File: src/rtl/uart_rx_frame.sv
// Parametrised UART receiver with framing/parity flags and a one-word holding register.
// Optional parity stage enabled by defining UART_RX_PARITY_EN.
module uart_rx_frame #(
   parameter int CLKS_PER_BIT = 868,
   parameter int DATA_BITS    = 8,
   parameter int STOP_BITS    = 1,
   parameter int PARITY_ODD   = 0
) (
   input  logic                 clock,
   input  logic                 reset,
   input  logic                 Rx,
   output logic [DATA_BITS-1:0] o_data,
   output logic                 o_valid,
   input  logic                 i_ready,
   output logic                 o_frame_err,
   output logic                 o_parity_err,
   output logic                 o_overrun,
   output logic                 o_busy
);

   localparam int CNT_W = $clog2(CLKS_PER_BIT);
   localparam int IDX_W = $clog2(DATA_BITS);

   localparam logic [CNT_W-1:0] CNT_BIT  = CNT_W'(CLKS_PER_BIT - 1);
   localparam logic [CNT_W-1:0] CNT_HALF = CNT_W'((CLKS_PER_BIT - 1) / 2);
   localparam logic [IDX_W-1:0] IDX_LAST = IDX_W'(DATA_BITS - 1);
   localparam logic             STOP_LAST = 1'(STOP_BITS - 1);

   if (CLKS_PER_BIT < 4 || DATA_BITS < 5 || DATA_BITS > 9 ||
       STOP_BITS < 1 || STOP_BITS > 2 ||
       PARITY_ODD < 0 || PARITY_ODD > 1) begin : g_bad_param
      $error("uart_rx_frame: illegal parameter combination");
   end

   typedef enum logic [2:0] {
      S_IDLE,
      S_START,
      S_DATA,
      S_STOP
`ifdef UART_RX_PARITY_EN
      , S_PARITY
`endif
   } state_t;

   state_t               state;
   logic                 rx_m;
   logic                 rx_s;
   logic [CNT_W-1:0]     cnt;
   logic [IDX_W-1:0]     idx;
   logic                 stop_idx;
   logic [DATA_BITS-1:0] shift;
   logic                 ferr_l;
   logic                 bit_end;
   logic                 done;
   logic                 ferr_next;
   logic                 perr_next;

`ifdef UART_RX_PARITY_EN
   localparam logic ODD = (PARITY_ODD != 0);
   logic par_bit;
   assign perr_next = par_bit ^ (^shift) ^ ODD;
`else
   assign perr_next = 1'b0;
`endif

   assign bit_end   = (cnt == CNT_BIT);
   assign done      = (state == S_STOP) && bit_end && (stop_idx == STOP_LAST);
   assign ferr_next = ferr_l | ~rx_s;
   assign o_busy    = (state != S_IDLE);

   always_ff @(posedge clock) begin
      if (reset) begin
         rx_m     <= 1'b1;
         rx_s     <= 1'b1;
         state    <= S_IDLE;
         cnt      <= '0;
         idx      <= '0;
         stop_idx <= 1'b0;
         shift    <= '0;
         ferr_l   <= 1'b0;
`ifdef UART_RX_PARITY_EN
         par_bit  <= 1'b0;
`endif
      end else begin
         rx_m <= Rx;
         rx_s <= rx_m;
         case (state)
            S_IDLE: begin
               cnt      <= '0;
               idx      <= '0;
               stop_idx <= 1'b0;
               if (!rx_s) begin
                  state  <= S_START;
                  ferr_l <= 1'b0;
               end
            end
            // mid-bit recheck rejects short glitches on the line
            S_START: begin
               if (cnt == CNT_HALF) begin
                  cnt   <= '0;
                  state <= rx_s ? S_IDLE : S_DATA;
               end else begin
                  cnt <= cnt + 1'b1;
               end
            end
            S_DATA: begin
               if (bit_end) begin
                  cnt        <= '0;
                  shift[idx] <= rx_s;
                  if (idx == IDX_LAST) begin
                     idx <= '0;
`ifdef UART_RX_PARITY_EN
                     state <= S_PARITY;
`else
                     state <= S_STOP;
`endif
                  end else begin
                     idx <= idx + 1'b1;
                  end
               end else begin
                  cnt <= cnt + 1'b1;
               end
            end
`ifdef UART_RX_PARITY_EN
            S_PARITY: begin
               if (bit_end) begin
                  cnt     <= '0;
                  par_bit <= rx_s;
                  state   <= S_STOP;
               end else begin
                  cnt <= cnt + 1'b1;
               end
            end
`endif
            S_STOP: begin
               if (bit_end) begin
                  cnt    <= '0;
                  ferr_l <= ferr_next;
                  if (stop_idx == STOP_LAST) begin
                     state <= S_IDLE;
                  end else begin
                     stop_idx <= 1'b1;
                  end
               end else begin
                  cnt <= cnt + 1'b1;
               end
            end
            default: state <= S_IDLE;
         endcase
      end
   end

   // holding register: accept and completion in one cycle keeps o_valid high
   always_ff @(posedge clock) begin
      if (reset) begin
         o_data       <= '0;
         o_valid      <= 1'b0;
         o_frame_err  <= 1'b0;
         o_parity_err <= 1'b0;
         o_overrun    <= 1'b0;
      end else if (done) begin
         if (!o_valid || i_ready) begin
            o_data       <= shift;
            o_valid      <= 1'b1;
            o_frame_err  <= ferr_next;
            o_parity_err <= perr_next;
         end else begin
            o_overrun <= 1'b1;
         end
      end else if (o_valid && i_ready) begin
         o_valid      <= 1'b0;
         o_frame_err  <= 1'b0;
         o_parity_err <= 1'b0;
      end
   end

endmodule

File: config.mk
export PLATFORM = sky130hd
export DESIGN_NAME = uart_rx_frame
export DESIGN_NICKNAME = d
export VERILOG_FILES = /design/src/rtl/uart_rx_frame.sv
export SDC_FILE = /design/constraint.sdc
export NUM_CORES = 1
export LEC_CHECK = 0
export CAP_MARGIN = 25
export CORE_MARGIN = 4
export CORE_UTILIZATION = 35
export CTS_CLUSTER_SIZE = 10
export DETAILED_ROUTE_END_ITERATION = 16
export PLACE_DENSITY = 0.52
export SLEW_MARGIN = 20
export SYNTH_ARGS = -nofsm -noshare
export SYNTH_HDL_FRONTEND = slang
export SYNTH_SLANG_ARGS = --single-unit
File: constraint.sdc
create_clock -name clock -period 2.6 [get_ports clock]
set_input_delay 0.26 -clock clock [delete_from_list [all_inputs] [get_ports clock]]
set_output_delay 0.26 -clock clock [all_outputs]
set_load 0.02 [all_outputs]
==> metrics.cfg <==
[setup_path]
r2r_slack_ns=0.62
cp-start-kind=flop
endpoint_kind=output port
r2r-start=cnt[0]
ff2ff_path_depth=5
path_class=reg2out
startpoint=state[0]
crit_fanout=11
critical_path_required_ns=2.34
critPathArrivalTime_ns=1.75

[yosys]
yosys-top-cells-area=dfxtp_1 43%, a21oi_1 6.8%, o21ai_0 4.5%, nand4_1 4.2%, nand3_1 4.0%
avgSynthCellArea_sq_um=8.81
synth.distinct_cells=43
yosys_register_bits=38
synth_nets=209
syn_area_sq_um=1770
async_flop_share_pct=0
ys_warn_count=0
ys_seq_area_share_pct=42.9
synth_edf_count=0
netlist_instances=201
synth_ff_type=dfxtp_1
synth_top_cell_area_share_pct=42.9
synth_area_leader_cell=dfxtp_1

[pwr]
p_switching_mw=0.226
clockPowerShare_pct=40.3
power.density_nw_per_um2=504
seq_power_share_pct=57.0
intPower_mw=0.810
max-vdd-ir-drop_mv=0.302
power.share.switching_pct=21.8
p_leak_nw=0.655
pwr-share-comb_pct=2.7

[sta]
fmax_mhz=498
slew_headroom_pct=58.3
rsz0062_at_grt=no
period_share_pct=77.2
setup_viol=0
holdWs_ns=0.411
final.min_clock_period_ns=2.01
fin_tns_setup_ns=0
layout_setup_ws_ns=0.593
fin_worst_skew_ns=0.00478
tightest_slew_ns=0.621
drv_slew=0
finalHoldViolations=0

[finish]
nNetsFinal=223
num_antenna_cells=0
most-common-layout-cells=38 x dfxtp_1, 24 x a21oi_1, 16 x o21ai_0, 15 x clkdlybuf4s50_1, 14 x nand3_1
layout-drive-gt1-share_pct=14.4
mostFrequentLayoutCell=dfxtp_1
layout.cells.non_filler=283
area_delta_synth_final_pct=16.0
final_util_pct=42.7

[placement]
dp_hpwl_mm=2.95
dp_cells=275
place_ws_ns=0.654
port_buffers=15
gp_congestion=0.798

[drt]
drc=0
routedWlPerCell_microns=14.3
drtPass1Iterations=4
drt-vias-per-instance=5.30
drt_iter0_drc=79
vias=1499
antenna_left=0
routed_wl_mm=4.05

[status]
status=completed

[clock_tree]
cts_made_buffers=5
cts_resized=0
clk_pin_slew_ns=0.07
clock_latency_ns=0.29
hold_buffers=0
cts_tree=yes
clock-sinks=38
root_buffer=clkbuf_8
clockBufferDepth=2
cts_setup_buffers=0
h-tree-depth=2

[global_routing]
grt_antenna_before_repair=0
grt_pass1_vias=1498
overflow=0
grt_max_degree=17
grt_pass1_wl_mm=6.94
grt_usage_pct=14.0

[floorplan]
chipWidth_microns=79.1
die_height_microns=79.1
fp.dieArea_sq_um=6260
core_area_sq_um=4820
initial_core_util_pct=36.8
num_rows=25
io_pins=17

[hold_path]
min_path_type=reg2reg
hp-start=rx_m
hold_path_depth=1

[flow_run]
cap_viol_max_count=0

[synth_stat cells, types with 2 or more instances]
master,n
dfxtp_1,38
a21oi_1,24
o21ai_0,16
nand3_1,14
nand4_1,12
nand2_1,11
nor2_2,10
nor2_1,7
xor2_1,7
clkbuf_1,5
inv_1,5
nor2b_1,5
ha_1,4
buf_4,3
nor3_1,3
or2_2,3
and3_1,2
and4_1,2
and4b_1,2
nand2b_1,2
nor3_2,2
nor4_2,2
o31ai_1,2
[power by group through the flow]
stage               Combinational, mW  Sequential [mW]  Clock (mW)
floorplan                      0.0224            0.600           0
CTS                            0.0282            0.590       0.437
finish                         0.0279            0.591       0.418
global route                   0.0301            0.591       0.465
detailed placement             0.0281            0.604           0
global placement               0.0276            0.604           0
[worst max-delay path, cell delays in order, from the launching register on]
cell	delay, ns
dfxtp_1	0.56
inv_1	0.15
nand2_1	0.12
clkdlybuf4s50_1	0.61
[stage by stage]
| step | power (mW) | instance area, sq um |
|---|---|---|
| final | 1.04 | 2060 |
| after global routing | 1.09 | 2060 |
| after CTS | 1.05 | 2060 |
| after detailed placement | 0.632 | 1960 |
| after global placement | 0.631 | 1960 |
| after floorplan | 0.622 | 1770 |
[per-layer routing]
| layer | vias to the layer above | track usage [%] | wire [microns] |
|---|---|---|---|
| met1 | 711 | 15.8 | 1740 |
| li1 | 749 | - | - |
| met4 | 0 | 5.15 | 68 |
| met3 | 7 | 4.20 | 168 |
| met2 | 32 | 24.8 | 2080 |
| met5 | - | 0 | 0 |
[registers in the layout (all words and copies together), names as in the netlist]
signal	count
o_overrun	1
o_data	8
o_frame_err	1
shift	8
cnt	10
o_valid	1
rx_m	1
stop_idx	1
state	2
ferr_l	1
idx	3
rx_s	1
[logic make-up after synthesis]
kind of cell	after synthesis	share of synthesized area, %
other cells	1	0.212
flops	38	42.9
xor+xnor	8	3.95
fa+ha+maj	4	2.82
simple gates	86	30.4
buf+inv	15	4.24
compound gates	49	15.4
[worst paths after layout]
kind,endpoint
hold / removal,rx_s
setup / recovery,o_busy
setup reg to reg,shift[5]
hold reg to reg,rx_s
[layout make-up]
cell class	count	area, sq um
multi-input combinational	148	936
tap	67	83.8
inverter	5	18.8
sequential	38	761
fill	507	2760
timing repair buffer	17	165
clock inverter	1	5.00
clock buffer	7	86.3
Power figures use the tool's default switching activity.
